### src/rtl/lcd_pkg.sv
// rtl/lcd_pkg.sv - shared HD44780 bus types, timing defaults and RS encodings
// Purpose: state enumeration for the read engine, default phase lengths in
//          50 MHz clock cycles, register-select encodings used by both the
//          reader and the write driver, and the phase-counter load helper.
// Ports:   none (package)
package lcd_pkg;

  typedef enum logic [2:0] {
    ST_IDLE,
    ST_SETUP,
    ST_EHIGH,
    ST_HOLD,
    ST_RECOV,
    ST_FINISH
  } lcd_rd_state_t;

  // Phase lengths in clock cycles; one full read cycle is 50 cycles (1 us).
  localparam int LCD_T_SETUP  = 8;
  localparam int LCD_T_EHIGH  = 25;
  localparam int LCD_T_HOLD   = 2;
  localparam int LCD_T_RECOV  = 15;
  localparam int LCD_POLL_MAX = 4095;

  // Wide enough for the longest phase (E high).
  localparam int LCD_PHASE_W  = 5;

  localparam logic LCD_RS_CMD  = 1'b0;
  localparam logic LCD_RS_DATA = 1'b1;

  // The phase counter terminates at zero, so a phase of N cycles loads N-1.
  function automatic logic [LCD_PHASE_W-1:0] phase_load(input int cycles);
    return LCD_PHASE_W'(cycles - 1);
  endfunction

endpackage

### src/rtl/lcd_phase_counter.sv
// rtl/lcd_phase_counter.sv - loadable down-counter timing each bus phase
// Purpose: reloaded by the FSM on every state entry; tc_o marks the last
//          cycle of the current phase.
// Ports:   clk_i      - clock
//          rst_ni     - asynchronous active-low reset
//          load_i     - reload strobe (state entry)
//          load_val_i - phase length minus one
//          tc_o       - terminal count, high while the count is zero
module lcd_phase_counter #(
  parameter int W = 5
) (
  input  logic         clk_i,
  input  logic         rst_ni,
  input  logic         load_i,
  input  logic [W-1:0] load_val_i,
  output logic         tc_o
);

  logic [W-1:0] cnt_q, cnt_d;

  always_comb begin
    cnt_d = cnt_q;
    if (load_i) begin
      cnt_d = load_val_i;
    end else if (cnt_q != '0) begin
      cnt_d = cnt_q - W'(1);
    end
  end

  always_ff @(posedge clk_i or negedge rst_ni) begin
    if (!rst_ni) begin
      cnt_q <= '0;
    end else begin
      cnt_q <= cnt_d;
    end
  end

  assign tc_o = (cnt_q == '0);

endmodule

### src/rtl/lcd_bus_reader.sv
// rtl/lcd_bus_reader.sv - HD44780 read-cycle engine with busy-flag polling
// Purpose: performs one status/data read on the shared LCD bus, or repeats
//          status reads until BF clears (bounded by POLL_MAX).
// Ports:   iCLK_50MHZ, iRST_N      - clock, async active-low reset
//          iREQ, iRS, iPOLL        - start pulse and latched request options
//          iDATA                   - LCD data pins from the pad
//          oBUS_OWN                - reader owns the LCD pins
//          LCD_RS, LCD_RW, LCD_E   - LCD control pins
//          oDATA, oBF, oAC         - last read byte, busy flag, address counter
//          oBUSY, oDONE, oTIMEOUT  - operation status
module lcd_bus_reader
  import lcd_pkg::*;
#(
  parameter int T_SETUP  = LCD_T_SETUP,
  parameter int T_EHIGH  = LCD_T_EHIGH,
  parameter int T_HOLD   = LCD_T_HOLD,
  parameter int T_RECOV  = LCD_T_RECOV,
  parameter int POLL_MAX = LCD_POLL_MAX
) (
  input  logic       iCLK_50MHZ,
  input  logic       iRST_N,
  input  logic       iREQ,
  input  logic       iRS,
  input  logic       iPOLL,
  input  logic [7:0] iDATA,
  output logic       oBUS_OWN,
  output logic       LCD_RS,
  output logic       LCD_RW,
  output logic       LCD_E,
  output logic [7:0] oDATA,
  output logic       oBF,
  output logic [6:0] oAC,
  output logic       oBUSY,
  output logic       oDONE,
  output logic       oTIMEOUT
);

  localparam int CNT_W = $clog2(POLL_MAX + 1);
  localparam logic [CNT_W-1:0] POLL_LIMIT = CNT_W'(POLL_MAX);

  lcd_rd_state_t          state_q, state_d;
  logic                   phase_load_en;
  logic [LCD_PHASE_W-1:0] phase_val;
  logic                   phase_tc;

  logic             rs_q, poll_q, own_q, busy_q, rw_q, e_q, done_q, timeout_q, bf_q;
  logic [7:0]       data_q;
  logic [6:0]       ac_q;
  logic [CNT_W-1:0] poll_cnt_q;
  logic             repoll;

  lcd_phase_counter #(.W(LCD_PHASE_W)) u_phase (
    .clk_i      (iCLK_50MHZ),
    .rst_ni     (iRST_N),
    .load_i     (phase_load_en),
    .load_val_i (phase_val),
    .tc_o       (phase_tc)
  );

  // The count is never incremented past the limit, so it cannot wrap.
  assign repoll = poll_q && bf_q && (poll_cnt_q < POLL_LIMIT);

  always_comb begin
    state_d       = state_q;
    phase_load_en = 1'b0;
    phase_val     = '0;
    case (state_q)
      ST_IDLE: if (iREQ) begin
        state_d = ST_SETUP; phase_load_en = 1'b1; phase_val = phase_load(T_SETUP);
      end
      ST_SETUP: if (phase_tc) begin
        state_d = ST_EHIGH; phase_load_en = 1'b1; phase_val = phase_load(T_EHIGH);
      end
      ST_EHIGH: if (phase_tc) begin
        state_d = ST_HOLD; phase_load_en = 1'b1; phase_val = phase_load(T_HOLD);
      end
      ST_HOLD: if (phase_tc) begin
        state_d = ST_RECOV; phase_load_en = 1'b1; phase_val = phase_load(T_RECOV);
      end
      ST_RECOV: if (phase_tc) begin
        if (repoll) begin
          state_d = ST_SETUP; phase_load_en = 1'b1; phase_val = phase_load(T_SETUP);
        end else begin
          state_d = ST_FINISH;
        end
      end
      ST_FINISH: state_d = ST_IDLE;
      default:   state_d = ST_IDLE;
    endcase
  end

  // Outputs are updated on the transition edge so they are valid for the
  // whole of the state they belong to.
  always_ff @(posedge iCLK_50MHZ or negedge iRST_N) begin
    if (!iRST_N) begin
      state_q    <= ST_IDLE;
      rs_q       <= LCD_RS_CMD;
      poll_q     <= 1'b0;
      own_q      <= 1'b0;
      busy_q     <= 1'b0;
      rw_q       <= 1'b0;
      e_q        <= 1'b0;
      done_q     <= 1'b0;
      timeout_q  <= 1'b0;
      bf_q       <= 1'b0;
      data_q     <= 8'h00;
      ac_q       <= 7'h00;
      poll_cnt_q <= '0;
    end else begin
      state_q <= state_d;
      done_q  <= 1'b0;
      case (state_q)
        ST_IDLE: if (iREQ) begin
          rs_q       <= iRS;
          poll_q     <= iPOLL && (iRS == LCD_RS_CMD);  // polling only makes sense on status reads
          poll_cnt_q <= '0;
          timeout_q  <= 1'b0;
          own_q      <= 1'b1;
          busy_q     <= 1'b1;
          rw_q       <= 1'b1;
        end
        ST_SETUP: if (phase_tc) e_q <= 1'b1;
        ST_EHIGH: if (phase_tc) begin
          e_q    <= 1'b0;
          data_q <= iDATA;
          if (rs_q == LCD_RS_CMD) begin
            bf_q <= iDATA[7];
            ac_q <= iDATA[6:0];
          end
        end
        ST_RECOV: if (phase_tc) begin
          if (repoll) begin
            poll_cnt_q <= poll_cnt_q + CNT_W'(1);
          end else begin
            done_q    <= 1'b1;
            busy_q    <= 1'b0;
            own_q     <= 1'b0;
            rw_q      <= 1'b0;
            rs_q      <= LCD_RS_CMD;
            // Still busy here in poll mode means the re-read budget ran out.
            timeout_q <= poll_q && bf_q;
          end
        end
        default: ;
      endcase
    end
  end

  assign oBUS_OWN = own_q;
  assign LCD_RS   = rs_q;
  assign LCD_RW   = rw_q;
  assign LCD_E    = e_q;
  assign oDATA    = data_q;
  assign oBF      = bf_q;
  assign oAC      = ac_q;
  assign oBUSY    = busy_q;
  assign oDONE    = done_q;
  assign oTIMEOUT = timeout_q;

endmodule

### config.mk
export PLATFORM = sky130hd
export DESIGN_NAME = lcd_bus_reader
export DESIGN_NICKNAME = d
export VERILOG_FILES = /design/src/rtl/lcd_pkg.sv /design/src/rtl/lcd_phase_counter.sv /design/src/rtl/lcd_bus_reader.sv
export SDC_FILE = /design/constraint.sdc
export NUM_CORES = 1
export LEC_CHECK = 0
export CORE_AREA = 8 8 81 83
export DETAILED_ROUTE_END_ITERATION = 6
export DIE_AREA = 0 0 89 91
export PLACE_DENSITY = 0.69
export SLEW_MARGIN = 5
export SYNTH_ARGS = -nofsm -noshare
export SYNTH_HDL_FRONTEND = slang
export SYNTH_SLANG_ARGS = --single-unit
### constraint.sdc
create_clock -name iCLK_50MHZ -period 3.29 [get_ports iCLK_50MHZ]
set_input_delay 0.658 -clock iCLK_50MHZ [delete_from_list [all_inputs] [get_ports iCLK_50MHZ]]
set_output_delay 0.658 -clock iCLK_50MHZ [all_outputs]
set_load 0.05 [all_outputs]
==> results.py, run 1 <==
metrics = {
    "timing": {
        "setup_viol": 0,
        "finalCritPeriodShare_pct": 76.0,
        "setup_slack_ns": 0.788,
        "hold_viol": 0,
        "grt_setup_unrepaired": "no",
        "skew_ns": 0.00824,
        "tns_ns": 0,
        "max_slew_margin_pct": 38.1,
        "min_period_ns": 2.50,
        "slew_viol_final": 0,
        "clock.fmax_ghz": 0.400,
        "worst_slew_pin_slew_ns": 0.928,
    },
    "synthesis": {
        "ys_seq_area_share_pct": 50.1,
        "synth-simple-area-share_pct": 17.5,
        "yosys-mux-area-fraction_pct": 10.6,
        "synth_top_area_share_pct": 50.1,
        "ys_top_cells_by_area": "dfrtp_1 (50%), mux2_2 (9.7%), o31ai_1 (3.2%), or4_1 (3.2%), o21ai_0 (2.6%)",
        "syn_area_sq_um": 2100,
        "synth_fp_nets": 213,
        "ys_seq_elements": 42,
        "synth_top_cell_by_area": "dfrtp_1",
        "synth_xor_area_share_pct": 2.09,
        "synth_compound_area_share_pct": 13.4,
        "yosys.area_share.adder_pct": 1.79,
        "ys_types": 43,
        "syn_avg_cell_area_sq_um": 10.7,
        "yosys_warnings": 0,
        "synth_top_family_by_area": "simple AND/OR/NAND/NOR gates",
        "netlist_instances": 197,
    },
    "run_status": {
        "status": "complete, no violations",
    },
    "grt": {
        "grt_use_total_pct": 11.4,
        "overflow": 0,
        "grt_max_degree": 43,
        "grt_pass1_wl_um": 7470,
        "antenna_found_initial": 0,
        "grt_pass1_vias": 1571,
    },
    "cts": {
        "htreeDepth": 2,
        "cts_root_buf": "clkbuf_8",
        "clockBufferDepth": 2,
        "cts_hold_buf": 0,
        "cts_tree": "yes",
        "cts_setup_buffers": 0,
        "clkLatencyLatePin_ns": 0.29,
        "cts_resized": 0,
        "clkTransAtPathRegs_ns": 0.08,
        "cts.sinks": 42,
        "numCtsBuffers": 5,
    },
    "floorplan": {
        "die_area_sq_um": 8100,
        "start_util_pct": 39.3,
        "die_w_um": 89,
        "coreArea_sq_um": 5340,
        "pin_count": 36,
        "fp-row-count": 27,
        "die_h_um": 91,
    },
    "worst_setup_path": {
        "crit_path_start": "state_q[2]",
        "cpMostUsedCell": "or4_1",
        "reg2reg_from": "state_q[2]",
        "ff2ff_path_depth": 4,
        "worstPathCellList": "or3b_2 -> or4_1 -> or4_1 -> a21oi_1",
        "crit_path_end_kind": "register",
        "cp.required_ns": 3.50,
        "crit_end": "poll_cnt_q[9]",
        "slowest_delay_ns": 0.65,
        "worstPathMaxFanout": 16,
        "cp_slowest_cell": "or4_1",
        "r2r_slack_ns": 0.79,
        "crit_arrival_ns": 2.71,
        "criticalPathCategory": "reg -> reg",
        "reg2reg_to": "poll_cnt_q[9]",
        "start_kind": "register",
    },
    "power_and_ir_drop": {
        "ir_worst_vdd_mv": 0.347,
        "p_per_area_nw_per_um2": 378,
        "power_leakage_uw": 0.00105,
        "power_uw": 982,
    },
    "drt": {
        "vias_per_cell": 5.36,
        "vias": 1623,
        "wirelength_um": 4360,
        "remaining_drc_errors": 0,
        "dr.pass1.iters": 4,
        "postRouteAntennaNets": 0,
        "drt_iter0_markers": 85,
        "post_drt_wl_per_cell_um": 14.4,
    },
    "finish": {
        "fillers": 520,
        "finalNetCount": 246,
        "seqCellArea_sq_um": 1050,
        "final_layout_size_suffix_gt1_share_pct": 16.5,
        "n_antenna_cell": 0,
        "final_common_cell": "dfrtp_1",
        "syn2layout_area_growth_pct": 24.0,
        "mostFrequentLayoutCells": "dfrtp_1 (42), clkdlybuf4s50_1 (34), mux2_2 (18), nand2_1 (14), o21ai_0 (11)",
        "multi_input_area_sq_um": 965,
    },
    "placement": {
        "dp_slack_ns": 0.816,
        "gp_congestion": 0.850,
        "io_buffers": 35,
        "hpwl_um": 3160,
    },
    "min_path": {
        "hp-class": "in -> async",
    },
    "run": {
        "cap_violations": 0,
    },
}
==> registers in the layout (all words and copies together), names as in the netlist, 3 cells and up <==
register / flops
oDATA: 8
state_q: 3
u_phase.cnt_q: 5
oAC: 7
poll_cnt_q: 12
==> final cells by class <==
| cell class | instances | share of cell area [%] |
|---|---|---|
| sequential | 42 | 40.4 |
| multi-input combinational | 134 | 37.1 |
| timing repair buffer | 39 | 14.4 |
| tap | 72 | 3.46 |
| clock buffer | 5 | 2.65 |
| inverter | 8 | 1.15 |
| clock inverter | 3 | 0.818 |
==> cell usage after synthesis (all sizes together) <==
| master | number |
|---|---|
| nor3 | 4 |
| nor3b | 1 |
| ha | 3 |
| nor4b | 2 |
| nand2b | 1 |
| mux2 | 18 |
| a21oi | 10 |
| dfrtp | 42 |
| or4 | 9 |
| and2 | 1 |
| o21ai | 11 |
| a221oi | 1 |
| xnor2 | 2 |
| xor2 | 3 |
| nor4 | 1 |
| nand3 | 8 |
| a22o | 1 |
| o21a | 3 |
| o211ai | 2 |
| and4 | 1 |
| o31ai | 9 |
| clkbuf | 9 |
| or4b | 2 |
| a211o | 2 |
| nand4 | 3 |
| o211a | 1 |
| inv | 8 |
| nand3b | 1 |
| o22ai | 4 |
| nor2b | 1 |
| nor2 | 7 |
| buf | 4 |
| or3b | 1 |
| or3 | 4 |
| or2 | 1 |
| mux2i | 2 |
| nand2 | 14 |
==> layer usage <==
| layer | global-route usage, % | vias to the layer above | part of all wire [%] |
|---|---|---|---|
| met5 | 0 | - | 0 |
| met4 | 2.91 | 0 | 0.83 |
| met3 | 5.41 | 5 | 8.8 |
| met2 | 17.6 | 32 | 47 |
| met1 | 13.9 | 797 | 44 |
| li1 | - | 789 | - |
==> worst min-delay path by stage <==
stage	start	end	slack [ns]	cells after the start
2_1_floorplan	iRST_N	LCD_E	0.36	0
3_3_place_gp	oDATA[1]	oDATA[1]	0.49	1
3_5_place_dp	oDATA[2]	oDATA[2]	0.49	1
4_1_cts	oAC[4]	oAC[4]	0.52	1
5_1_grt	oAC[5]	oAC[5]	0.54	1
6_report	iRST_N	LCD_E	0.50	1
==> cell families (layout without fill, tap and decap cells) <==
kind of cell    Yosys count  after routing
simple gates             62             62
compound gates           44             44
flops                    42             42
buf+inv                  21             55
mux                      20             20
xor+xnor                  5              5
fa+ha+maj                 3              3
==> where the power goes <==
| group | switching, uW | internal (uW) | total, uW |
|---|---|---|---|
| Clock | 179 | 149 | 328 |
| Combinational | 64.7 | 42.7 | 107 |
| Sequential | 13.5 | 533 | 547 |
==> metrics by stage <==
stage / utilization [%] / hold slack (ns) / std cells / instance area (sq um)
3_3_place_gp: 47.0 / 0.486 / 295 / 2510
5_1_grt: 48.7 / 0.536 / 303 / 2600
6_report: 48.7 / 0.504 / 303 / 2600
3_5_place_dp: 47.0 / 0.494 / 295 / 2510
4_1_cts: 48.7 / 0.515 / 303 / 2600
2_1_floorplan: - / 0.362 / 197 / 2100
==> worst max-delay path: cells and delay by family (launching register included) <==
| kind | cells | cell delay [ns] |
|---|---|---|
| AOI/OAI and AO/OA | 1 | 0.17 |
| DFF | 1 | 0.63 |
| and+or+nand+nor | 3 | 1.63 |
Power figures use the tool's default switching activity.
==> run 2, diff against run 1 <==
- clock period: 3.29 -> 2.4 ns (I/O delays scaled with it)
==> results.py, run 2 (synthesized netlist as in run 1, its figures left out) <==
metrics = {
    "finish": {
        "mostFrequentLayoutCells": "dfrtp_1 (42), clkdlybuf4s50_1 (34), mux2_2 (18), nand2_1 (14), buf_4 (12)",
        "final_layout_size_suffix_gt1_share_pct": 20.1,
        "largest-register": "poll_cnt_q",
        "syn2layout_area_growth_pct": 27.2,
        "final_area_sq_um": 2670,
        "finalNetCount": 254,
        "largest_reg_flops": 12,
        "n_antenna_cell": 0,
        "final_common_cell": "dfrtp_1",
    },
    "drt": {
        "wirelength_um": 4760,
        "vias": 1652,
        "postRouteAntennaNets": 0,
        "vias_per_cell": 5.31,
        "dr.pass1.iters": 4,
        "drt_iter0_markers": 42,
        "post_drt_wl_per_cell_um": 15.3,
        "remaining_drc_errors": 0,
    },
    "grt": {
        "grt_pass1_vias": 1790,
        "overflow": 0,
        "grt_max_degree": 26,
        "grt_use_total_pct": 13.3,
        "grt_pass1_wl_um": 8620,
        "antenna_found_initial": 0,
    },
    "placement": {
        "gp_congestion": 0.852,
        "hpwl_um": 3460,
        "place_area_sq_um": 2570,
        "io_buffers": 35,
        "dp_slack_ns": 0.0170,
    },
    "power_and_ir_drop": {
        "pwr-share-clk_pct": 33.6,
        "p_seq_share_pct": 55.3,
        "pwr-share-comb_pct": 11.1,
        "swShare_pct": 26.5,
        "p_int_uw": 996,
        "power_leakage_uw": 0.00109,
        "ir_worst_vdd_mv": 0.407,
        "p_per_area_nw_per_um2": 508,
        "p_switching_uw": 360,
    },
    "timing": {
        "grt_setup_unrepaired": "no",
        "max_slew_margin_pct": 64.0,
        "slew_viol_final": 0,
        "finalCritPeriodShare_pct": 94.7,
        "worst_slew_pin_slew_ns": 0.538,
        "skew_ns": 0.00847,
        "tns_ns": 0,
        "setup_slack_ns": 0.126,
        "hold_viol": 0,
        "min_period_ns": 2.27,
        "setup_viol": 0,
        "clock.fmax_ghz": 0.440,
    },
    "floorplan": {
        "fp-row-count": 27,
        "coreArea_sq_um": 5340,
        "start_util_pct": 39.3,
        "die_h_um": 91,
        "die_w_um": 89,
        "pin_count": 36,
        "die_area_sq_um": 8100,
    },
    "cts": {
        "numCtsBuffers": 5,
        "clockBufferDepth": 2,
        "cts.sinks": 42,
        "htreeDepth": 2,
        "clkTransAtPathRegs_ns": 0.08,
        "cts_tree": "yes",
        "clkLatencyLatePin_ns": 0.29,
        "cts_root_buf": "clkbuf_8",
    },
    "worst_setup_path": {
        "reg2reg_from": "u_phase.cnt_q[0]",
        "cp_slowest_cell": "or4_4",
        "criticalPathCategory": "reg -> reg",
        "ff2ff_path_depth": 6,
        "crit_path_start": "u_phase.cnt_q[0]",
        "path_buf_inv": 1,
        "cp.required_ns": 2.63,
        "crit_family": "simple AND/OR/NAND/NOR gates",
        "worstPathMaxFanout": 8,
        "start_kind": "register",
        "crit_path_end_kind": "register",
        "r2r_slack_ns": 0.13,
        "crit_arrival_ns": 2.50,
        "slowest_delay_ns": 0.48,
        "worstPathCellList": "inv_1 -> ha_1 -> or4b_4 -> or4_4 -> or4_1 -> a21oi_1",
        "reg2reg_to": "poll_cnt_q[5]",
    },
    "run_status": {
        "status": "complete, no violations",
    },
    "run": {
        "cap_violations": 0,
    },
    "min_path": {
        "hp-class": "in -> async",
    },
}
==> run 2: worst max-delay path by stage <==
stage / cells after the start / endpoint
2_1_floorplan: 8 / poll_cnt_q[9]
3_3_place_gp: 6 / poll_cnt_q[5]
3_5_place_dp: 6 / poll_cnt_q[5]
4_1_cts: 6 / poll_cnt_q[8]
5_1_grt: 6 / poll_cnt_q[9]
6_report: 6 / poll_cnt_q[5]
==> run 2: metal layers <==
layer  global-route usage [%]  routed length (um)  vias to the layer above
met1                     16.5                2120                      794
met5                        0                   0                        -
li1                         -                   -                      806
met4                     4.72                  63                        0
met3                     5.05                 367                        6
met2                     20.5                2210                       46
==> run 2: final cells by class <==
cell class | instances | area, sq um
Timing Repair Buffer | 47 | 435
Inverter | 8 | 30.0
Clock buffer | 5 | 68.8
Multi-Input combinational cell | 134 | 972
Sequential cell | 42 | 1050
Clock inverter | 3 | 21.3
Fill cell | 514 | 2670
Tap cell | 72 | 90.1
==> run 2: power by group through the flow <==
stage | Clock (uW) | Combinational (uW) | Sequential [uW]
2_1_floorplan | 0 | 25.9 | 812
3_3_place_gp | 0 | 151 | 762
3_5_place_dp | 0 | 153 | 763
4_1_cts | 479 | 153 | 749
5_1_grt | 503 | 162 | 753
6_report | 456 | 151 | 749
==> run 2: through the flow <==
stage	power, uW	hold WS [ns]	util (%)	std cells
5_1_grt	1420	0.127	50.0	311
4_1_cts	1380	0.105	49.9	311
3_5_place_dp	916	0.435	48.2	303
2_1_floorplan	838	0.184	-	197
3_3_place_gp	913	0.434	48.2	303
6_report	1360	0.108	50.0	311
==> run 2: what timing repair did <==
action | CTS | global route
gates cloned | 0 | 0
hold buffers | 0 | 0
pin swaps | 0 | 1
resized for setup | 1 | 1
setup endpoints to repair | 3 | 4
buffers inserted | 0 | 0
==> run 3, diff against run 2 <==
--- a/config.mk
+++ b/config.mk
@@ -7,6 +7,7 @@
 export LEC_CHECK = 0
-export CORE_AREA = 8 8 81 83
+export CORE_AREA = 8 8 64 106
 export DETAILED_ROUTE_END_ITERATION = 6
-export DIE_AREA = 0 0 89 91
-export PLACE_DENSITY = 0.69
+export DIE_AREA = 0 0 72 114
+export PLACE_DENSITY = 0.68
+export REMOVE_ABC_BUFFERS = 1
 export SLEW_MARGIN = 5
==> constraint.sdc (replaced) <==
create_clock -name iCLK_50MHZ -period 2.4 [get_ports iCLK_50MHZ]
set_input_delay 0.24 -clock iCLK_50MHZ [delete_from_list [all_inputs] [get_ports iCLK_50MHZ]]
set_output_delay 0.24 -clock iCLK_50MHZ [all_outputs]
set_load 0.05 [all_outputs]
==> results.py, run 3 (synthesized netlist as in run 1, its figures left out) <==
metrics = {
    "run_status": {
        "status": "complete, no violations",
    },
    "timing": {
        "finalCritPeriodShare_pct": 93.6,
        "skew_ns": 0.00550,
        "clock.fmax_ghz": 0.445,
        "whs_ns": 0.0765,
        "worst_slew_pin_slew_ns": 0.934,
        "grt_setup_unrepaired": "no",
        "max_slew_margin_pct": 37.8,
        "tns_ns": 0,
        "slew_viol_final": 0,
        "min_period_ns": 2.25,
        "setup_viol": 0,
        "setup_slack_ns": 0.154,
        "hold_viol": 0,
    },
    "worst_setup_path": {
        "path_buf_inv": 1,
        "crit_family": "simple AND/OR/NAND/NOR gates",
        "ff2ff_path_depth": 6,
        "crit_path_start": "u_phase.cnt_q[0]",
        "start_kind": "register",
        "slowest_delay_ns": 0.47,
        "crit_arrival_ns": 2.47,
        "crit_end": "poll_cnt_q[5]",
        "worstPathCellList": "inv_1 -> ha_1 -> or4b_4 -> or4_4 -> or4_1 -> a21oi_1",
        "criticalPathCategory": "reg -> reg",
        "cp_slowest_cell": "or4b_4",
        "reg2reg_to": "poll_cnt_q[5]",
        "r2r_slack_ns": 0.15,
        "crit_path_end_kind": "register",
        "path_depth": 6,
        "reg2reg_from": "u_phase.cnt_q[0]",
        "cp.required_ns": 2.62,
        "worstPathMaxFanout": 8,
    },
    "grt": {
        "overflow": 0,
        "grt_pass1_vias": 1719,
        "grt_max_degree": 43,
        "grt_use_total_pct": 12.9,
        "grt_pass1_wl_um": 8290,
        "antenna_found_initial": 0,
    },
    "cts": {
        "cts_setup_buffers": 0,
        "cts_root_buf": "clkbuf_8",
        "clockBufferDepth": 2,
        "cts_tree": "yes",
        "cts_hold_buf": 0,
        "clkTransAtPathRegs_ns": 0.08,
        "htreeDepth": 2,
        "numCtsBuffers": 5,
        "clkLatencyLatePin_ns": 0.30,
        "cts.sinks": 42,
    },
    "power_and_ir_drop": {
        "ir_worst_vdd_mv": 0.386,
        "p_per_area_nw_per_um2": 544,
        "p_switching_uw": 360,
        "power_leakage_uw": 0.00110,
        "power_uw": 1460,
        "pwr-share-clk_pct": 38.5,
        "p_int_uw": 1100,
        "pwr-share-comb_pct": 10.1,
        "swShare_pct": 24.7,
        "p_seq_share_pct": 51.4,
    },
    "drt": {
        "remaining_drc_errors": 0,
        "highest_layer": "met4",
        "dr.pass1.iters": 4,
        "dr_wl_met3_um": 315,
        "post_drt_wl_per_cell_um": 15.7,
        "wirelength_um": 4900,
        "vias": 1686,
        "postRouteAntennaNets": 0,
        "drt_iter0_markers": 57,
        "wl_met2_um": 2590,
        "vias_per_cell": 5.40,
        "met1Wirelength_um": 1850,
    },
    "min_path": {
        "hp-class": "in -> async",
    },
    "placement": {
        "dp_slack_ns": 0.0264,
        "hpwl_um": 3730,
        "io_buffers": 35,
        "gp_congestion": 0.774,
    },
    "finish": {
        "fin_util_pct": 50.6,
        "n_antenna_cell": 0,
        "final_common_cell": "dfrtp_1",
        "final_layout_size_suffix_gt1_share_pct": 19.3,
        "syn2layout_area_growth_pct": 27.9,
        "finalNetCount": 253,
        "mostFrequentLayoutCells": "dfrtp_1 (42), clkdlybuf4s50_1 (34), mux2_2 (18), nand2_1 (14)",
        "largest_reg_flops": 12,
        "largest-register": "poll_cnt_q",
    },
    "floorplan": {
        "die_w_um": 72,
        "die_area_sq_um": 8210,
        "coreArea_sq_um": 5300,
        "die_h_um": 114,
        "pin_count": 36,
        "fp-row-count": 35,
        "start_util_pct": 39.6,
    },
    "run": {
        "cap_violations": 0,
    },
}
## run 3: cell types whose count changed in the layout (fill, tap and decap cells not counted)
cell,delta
bufinv_16,+1
clkbuf_1,+1
clkinv_2,-1
clkinv_4,-1
buf_4,-1
## run 3: metrics by stage
| stage | cells | cell area [sq um] |
|---|---|---|
| 6_report | 312 | 2680 |
| 5_1_grt | 312 | 2680 |
| 4_1_cts | 312 | 2680 |
| 3_5_place_dp | 304 | 2570 |
| 3_3_place_gp | 304 | 2570 |
| 2_1_floorplan | 184 | 2030 |
## run 3: power groups by stage
| stage | sequential (uW) | combinational, uW | clock (uW) |
|---|---|---|---|
| global placement | 763 | 149 | 0 |
| detailed placement | 764 | 150 | 0 |
| global route | 754 | 159 | 600 |
| CTS | 750 | 151 | 577 |
| finish | 750 | 148 | 562 |
| floorplan | 812 | 25.8 | 0 |
## run 3: worst min path at each step
stage,from,endpoint,cells past startpoint
finish,iRST_N,oAC[4],1
global route,iRST_N,oAC[4],1
CTS,iRST_N,oAC[4],1
detailed placement,iRST_N,oAC[4],1
global placement,iRST_N,oAC[4],1
floorplan,iRST_N,LCD_E,0
## run 3: timing repair
action / CTS / global route
gates resized for setup: 0 / 2
endpoints found under the setup margin: 0 / 5
hold endpoints to repair: 0 / 0
## run 3: per-layer routing
| metal | vias up | track usage, % |
|---|---|---|
| li1 | 802 | - |
| met1 | 821 | 12.8 |
| met2 | 52 | 22.5 |
| met3 | 11 | 4.31 |
| met4 | 0 | 7.82 |
| met5 | - | 0 |
## run 3: area by class of cell
type                            instances  area, sq um
Clock inverter                          2         37.5
Timing Repair Buffer                   46          428
Sequential cell                        42         1050
Clock buffer                            6         72.6
Fill cell                             502         2620
Inverter                                8         30.0
Multi-Input combinational cell        134          972
Tap cell                               74         92.6
